--- src/rtl/pipe_pkg.sv ---
// Shared definitions for the ID/EX pipeline skid stage.
package pipe_pkg;

    localparam int DATA_W = 32;
    localparam int RA_W   = 4;
    localparam int ALUC_W = 3;

    // RegWrite, MemtoReg, MemWrite, Branch, ALUSrc sit at the top of the bundle.
    localparam int CTRL_W = 5;

    // Encoding doubles as the occupancy count.
    typedef enum logic [1:0] {
        EMPTY = 2'd0,
        ONE   = 2'd1,
        FULL  = 2'd2
    } pipe_state_e;

endpackage

--- src/rtl/pipe_payload_reg.sv ---
// Enable-loaded payload register with async clear and a synchronous
// clear of the control field (top CTRL_W bits) used for squashing.
module pipe_payload_reg #(
    parameter int W      = 8,
    parameter int CTRL_W = 5
) (
    input  logic         clk,
    input  logic         rst,
    input  logic         i_en,
    input  logic         i_clr_ctrl,
    input  logic [W-1:0] i_d,
    output logic [W-1:0] o_q
);

    logic [W-1:0] r_q;

    // Squash wins over load; data bits survive a squash.
    always_ff @(negedge clk or posedge rst) begin
        if (rst) begin
            r_q <= '0;
        end else if (i_clr_ctrl) begin
            r_q[W-1 -: CTRL_W] <= '0;
        end else if (i_en) begin
            r_q <= i_d;
        end
    end

    assign o_q = r_q;

endmodule

--- src/rtl/pipe_id_ex_skid.sv ---
// ID->EX pipeline register built as a 2-entry skid buffer.
// The main entry drives the EX outputs; the skid entry catches a payload
// accepted while EX stalls, so in_ready never depends on out_ready.
//
//   state | meaning
//   EMPTY | nothing held, outputs show a bubble
//   ONE   | main valid, skid free
//   FULL  | main and skid valid, upstream stalled
module pipe_id_ex_skid
    import pipe_pkg::*;
#(
    parameter int DATA_W = pipe_pkg::DATA_W,
    parameter int RA_W   = pipe_pkg::RA_W,
    parameter int ALUC_W = pipe_pkg::ALUC_W
) (
    input  logic              clk,
    input  logic              rst,
    input  logic              flush,
    input  logic              in_valid,
    output logic              in_ready,
    input  logic              RegWriteD,
    input  logic              MemtoRegD,
    input  logic              MemWriteD,
    input  logic              BranchD,
    input  logic              ALUSrcD,
    input  logic [ALUC_W-1:0] ALUControlD,
    input  logic [RA_W-1:0]   WA3D,
    input  logic [DATA_W-1:0] rd1D,
    input  logic [DATA_W-1:0] rd2D,
    input  logic [DATA_W-1:0] ExtImmD,
    output logic              out_valid,
    input  logic              out_ready,
    output logic              RegWriteE,
    output logic              MemtoRegE,
    output logic              MemWriteE,
    output logic              BranchE,
    output logic              ALUSrcE,
    output logic [ALUC_W-1:0] ALUControlE,
    output logic [RA_W-1:0]   WA3E,
    output logic [DATA_W-1:0] rd1E,
    output logic [DATA_W-1:0] rd2E,
    output logic [DATA_W-1:0] ExtImmE,
    output logic [1:0]        occ
);

    localparam int PW = CTRL_W + ALUC_W + RA_W + 3*DATA_W;

    pipe_state_e r_state;
    pipe_state_e w_state_nx;
    logic        r_in_ready;
    logic        r_out_valid;

    logic          w_accept;
    logic          w_consume;
    logic          w_main_en;
    logic          w_skid_en;
    logic [PW-1:0] w_in_bus;
    logic [PW-1:0] w_main_d;
    logic [PW-1:0] w_main_q;
    logic [PW-1:0] w_skid_q;

    assign w_accept  = in_valid & r_in_ready;
    assign w_consume = r_out_valid & out_ready;

    assign w_in_bus = {RegWriteD, MemtoRegD, MemWriteD, BranchD, ALUSrcD,
                       ALUControlD, WA3D, rd1D, rd2D, ExtImmD};

    // Next state; flush dominates every other event.
    always_comb begin
        w_state_nx = r_state;
        if (flush) begin
            w_state_nx = EMPTY;
        end else begin
            case (r_state)
                EMPTY:   if (w_accept) w_state_nx = ONE;
                ONE:     if (w_accept && !w_consume) w_state_nx = FULL;
                         else if (!w_accept && w_consume) w_state_nx = EMPTY;
                FULL:    if (w_consume) w_state_nx = ONE;
                default: w_state_nx = EMPTY;
            endcase
        end
    end

    // Main loads from input, except when draining the skid entry into it.
    always_comb begin
        w_main_en = 1'b0;
        w_skid_en = 1'b0;
        if (!flush) begin
            w_main_en = ((r_state == EMPTY) && w_accept) ||
                        ((r_state == ONE)   && w_accept && w_consume) ||
                        ((r_state == FULL)  && w_consume);
            w_skid_en = (r_state == ONE) && w_accept && !w_consume;
        end
        w_main_d = (r_state == FULL) ? w_skid_q : w_in_bus;
    end

    // State register with handshake outputs registered from the next state.
    always_ff @(negedge clk or posedge rst) begin
        if (rst) begin
            r_state     <= EMPTY;
            r_in_ready  <= 1'b1;
            r_out_valid <= 1'b0;
        end else begin
            r_state     <= w_state_nx;
            r_in_ready  <= (w_state_nx != FULL);
            r_out_valid <= (w_state_nx != EMPTY);
        end
    end

    pipe_payload_reg #(.W(PW), .CTRL_W(CTRL_W)) u_main (
        .clk        (clk),
        .rst        (rst),
        .i_en       (w_main_en),
        .i_clr_ctrl (flush),
        .i_d        (w_main_d),
        .o_q        (w_main_q)
    );

    pipe_payload_reg #(.W(PW), .CTRL_W(CTRL_W)) u_skid (
        .clk        (clk),
        .rst        (rst),
        .i_en       (w_skid_en),
        .i_clr_ctrl (flush),
        .i_d        (w_in_bus),
        .o_q        (w_skid_q)
    );

    // Side-effecting controls are masked to a bubble when nothing is valid.
    assign RegWriteE = w_main_q[PW-1] & r_out_valid;
    assign MemtoRegE = w_main_q[PW-2] & r_out_valid;
    assign MemWriteE = w_main_q[PW-3] & r_out_valid;
    assign BranchE   = w_main_q[PW-4] & r_out_valid;
    assign {ALUSrcE, ALUControlE, WA3E, rd1E, rd2E, ExtImmE} = w_main_q[PW-5:0];

    assign in_ready  = r_in_ready;
    assign out_valid = r_out_valid;
    assign occ       = r_state;

endmodule

--- config.mk ---
export PLATFORM = sky130hd
export DESIGN_NAME = pipe_id_ex_skid
export DESIGN_NICKNAME = d
export VERILOG_FILES = /design/src/rtl/pipe_pkg.sv /design/src/rtl/pipe_payload_reg.sv /design/src/rtl/pipe_id_ex_skid.sv
export SDC_FILE = /design/constraint.sdc
export NUM_CORES = 1
export LEC_CHECK = 0
export BUFFER_PORTS_ARGS = -buffer_cell sky130_fd_sc_hd__buf_2
export CAP_MARGIN = 25
export CORE_UTILIZATION = 56
export DETAILED_ROUTE_END_ITERATION = 7
export PLACE_DENSITY = 0.77
export SKIP_CTS_REPAIR_TIMING = 1
export SLEW_MARGIN = 20
export SYNTH_ARGS = -nofsm -noshare
export SYNTH_HDL_FRONTEND = slang
export SYNTH_SLANG_ARGS = --single-unit
export TNS_END_PERCENT = 30
--- constraint.sdc ---
create_clock -name clk -period 21.8 [get_ports clk]
set_input_delay 4.36 -clock clk [delete_from_list [all_inputs] [get_ports clk]]
set_output_delay 4.36 -clock clk [all_outputs]
set_load 0.02 [all_outputs]
* Word level (Yosys, flattened, before mapping) *
Index checks and enable logic that the tools add are counted.

operators by class
  equality and inequality tests = 3
  multiplexer cells = 13
  bitwise operators = 7
  reductions and logical operators = 17

operators by type and width
  kind                  count
  $mux W108             3
  $mux W2               5
  $mux W5               2
  $logic_and A1 B1 Y1   7
  $and A1 B1 Y1         6
  $pmux W2 S3           1
  $reduce_bool A2 Y1    3
  $reduce_and A2 Y1     2
  $eq A2 B1 Y1 const B  1
  $eq A2 B2 Y1 const B  1
  $logic_not A1 Y1      2
  $logic_not A2 Y1      1
  $logic_or A1 B1 Y1    2
  $mux W1               2
  $ne A2 B2 Y1 const B  1
  $not A1 Y1            1

storage, ports and cells
  register bits after elaboration = 220
  input bits = 113
  output and inout port bits = 112
  word-level logic and storage cells = 47

* Logic depth before layout (Yosys ltp) *
  word-level depth = 8
  depth in mapped cells = 7
  mapped depth without buffers = 3

* Cells and area by module *
From an unflattened synthesis, not the netlist that was laid out.

unflattened totals
  cells, all modules = 846
  area total of the unflattened synthesis = 10407.5 sq um

by module, submodules not included
  module            instances  cells an instance  area an instance (sq um)  sequential area each (sq um)
  pipe_payload_reg  2          235                4405.5                    2702.6
  pipe_id_ex_skid   1          376                1596.5                    101.3

==> results by group <==
Synthesis
  – Post-synth top cells: dfrtn_1, a21oi_1, buf_4
  – Unique masters post-synth: 35
  – Primary FF master, synth: dfrtn_1
  – Area contributors post-synth: dfrtn_1, mux2_2, and3b_1
  – Post-Syn Nets: 1,128
  – Area share of the largest cell type after synthesis: 47.7%
  – Synth async-reset ratio: 100%
  – Synth Register Bits: 220
  – Area leader, netlist: dfrtn_1
  – Count leader, synth: dfrtn_1
  – Number of synthesized flops with an enable pin: 0
  – Yosys warnings: 0
  – Cell area after synthesis: 0.0115 mm2
  – Mean Syn Cell Area: 11.3 um2
  – Sequential-to-total area share from yosys stat: 47.9%
  – Cell count after synthesis: 1,015

Die
  – Starting Density: 57.0%
  – Die area: 0.0211 mm2
  – Core ar.: 0.0202 mm2
  – Chip Width: 145 um
  – Site Rows: 52
  – Top Ports: 225
  – Die Height: 145 um

Critical path
  – Crit end category: register
  – Reg2Reg Setup Slack: 18,140 ps
  – RR Endpoint: u_skid.o_q[27]
  – CP Cell Sequence: buf_4, buf_4, and4bb_4, buf_4, a21oi_1, a22oi_2
  – WP data arrival: 6860 ps
  – Worst R2R Path Depth: 5
  – Crit. Startpoint: flush
  – Critical path endpoint: u_main.o_q[11]
  – Crit Path Class: input pin to register
  – CP max stage cell: buf_4
  – Max FO, Critical Path: 73
  – Slowest stage delay, CP: 760 ps
  – Most frequent CP cell: buf_4
  – R2R Path Start: occ[1]
  – Worst Path Required: 11,220 ps
  – Startpoint types: input pin

Placement
  – DP Area: 0.0118 mm2
  – IO buf count: 224
  – GP Congestion: 0.815
  – Dpl hpwl: 15,800 um

STA
  – Slew Limit Fails: 0
  – Hold Fails Final Rpt: 0
  – Rel. slew slack: 30.9%
  – Clock Skews: 55.3 ps
  – Final setup fails: 0
  – RSZ-0062 raised after global routing: no
  – Worst-Margin Slew: 1040 ps
  – Hold WS: 433 ps
  – Setup_tns: 0 ps

Clock network
  – Clk buf depth: 3
  – Num CTS Buffers: 24
  – H-tree depth: 1
  – Clock transition at path regs: 50 ps
  – CTS tree: done
  – Skew-Pair Late Insertion Delay: 570 ps
  – CTS Sinks: 220
  – CTS root buf: clkbuf_16

Route
  – Vias per std cell: 6.03
  – WL/cell: 20.0 um
  – Initial DRC Count: 408
  – WL final: 27,100 um
  – Initial DRT Pass Iterations: 5
  – Vias post-DR: 8,175
  – DRC: 0
  – Antenna-violating nets left: 0

Flow run
  – MaxCap Viol Count: 0

Cells and area
  – Layout Utilization: 62.3%
  – Number of nets in the layout: 1,176
  – Syn-to-layout area delta: 9.35%
  – Finished Cell Area: 0.0126 mm2
  – Share of cells above drive strength 1: 35.8%
  – Filler cell count: 1,641
  – Sequential cell area: 0.00551 mm2
  – Multi-input logic area: 0.00468 mm2

Global route
  – Largest net degree at the start of global routing: 112
  – First-pass GRT wire length: 43,900 um
  – GRT Residual Overflow: 0
  – Initial antenna violation count: 8
  – Vias in the first global route: 8,053
  – Gr usage total: 25.5%

Pwr
  – Peak VDD IR: 73.2 uV
  – Overall Power: 0.00146 W
  – P per Cell Area: 116 mW/mm2
  – Leakage power: 5.76 nW

Outcome
  – Status: finished clean

Min path
  – HP Class: register to register
[area by class of cell]
cell class / instances / area share [%]
Sequential cell: 220 / 43.8
Multi-Input combinational cell: 578 / 37.2
Timing Repair Buffer: 235 / 9.63
Clock buffer: 34 / 5.56
Tap cell: 270 / 2.69
Clock inverter: 10 / 0.796
Inverter: 3 / 0.159
Antenna cell: 6 / 0.119
[cell families (layout without fill, tap and decap cells)]
logic type | count (synthesis) | in the layout | share of synthesized area, %
buffers and inverters | 217 | 282 | 11.6
multiplexers | 103 | 103 | 10.1
flip-flops | 220 | 220 | 47.9
AO/OA/AOI/OAI | 339 | 339 | 20.8
other | 0 | 6 | 0
AND/OR/NAND/NOR | 136 | 136 | 9.59
[state kept, by name (all words and copies together) (netlist names)]
register    cells
u_main.o_q    108
in_ready        1
out_valid       1
u_skid.o_q    108
occ             2
[through the flow]
step	cells	setup WS, ps
final	1356	4360
after global routing	1355	4210
after CTS	1350	4370
after detailed placement	1307	3830
after global placement	1307	3870
after floorplan	1015	729
[worst max-delay path: cells and delay by family]
| kind | cells | cell delay (ps) |
|---|---|---|
| and+or+nand+nor | 1 | 450 |
| buffers and inverters | 3 | 1580 |
| AOI/OAI and AO/OA | 2 | 380 |
[report_power, final]
| part | internal, W | switching [W] | leakage [nW] |
|---|---|---|---|
| combinational | 0.000178 | 0.000225 | 2.81 |
| clock | 0.000247 | 0.000166 | 0.398 |
| sequential | 0.000567 | 0.0000745 | 2.56 |
[worst min path at each step]
stage / from / end / slack [ps] / depth (start not counted)
after floorplan: u_skid.o_q[10] / u_skid.o_q[10] / 420 / 1
after global placement: u_skid.o_q[23] / u_skid.o_q[23] / 430 / 1
after detailed placement: u_skid.o_q[9] / u_skid.o_q[9] / 440 / 1
after CTS: u_skid.o_q[14] / u_skid.o_q[14] / 440 / 1
after global routing: u_skid.o_q[9] / u_skid.o_q[9] / 440 / 1
final: u_skid.o_q[7] / u_skid.o_q[7] / 430 / 1
[layer usage]
layer / global-route usage, % / part of all wire (%) / up-vias
met1: 35.7 / 44 / 4059
li1: - / - / 3792
met3: 4.56 / 6.0 / 48
met4: 8.74 / 2.5 / 4
met5: 0 / 0.077 / -
met2: 40.2 / 48 / 272
[cells in the final DEF (no fill, tap or decap), types with 2 or more instances in the layout]
master / instances
a22oi_1: 83
and2_1: 4
nand3_1: 5
dfrtn_1: 219
and4bb_4: 2
inv_1: 2
a311oi_1: 5
a21bo_2: 5
mux2_1: 22
bufinv_16: 2
and4b_1: 2
and3b_1: 103
clkinv_2: 6
buf_2: 223
o21ai_0: 2
a21oi_1: 111
a22oi_2: 20
clkbuf_1: 5
mux2_2: 81
a2111oi_0: 5
a211oi_1: 104
buf_4: 11
nand2_1: 12
diode_2: 6
clkbuf_16: 25
nor2b_1: 2
clkbuf_8: 4
(Power assumes the default switching activity.)
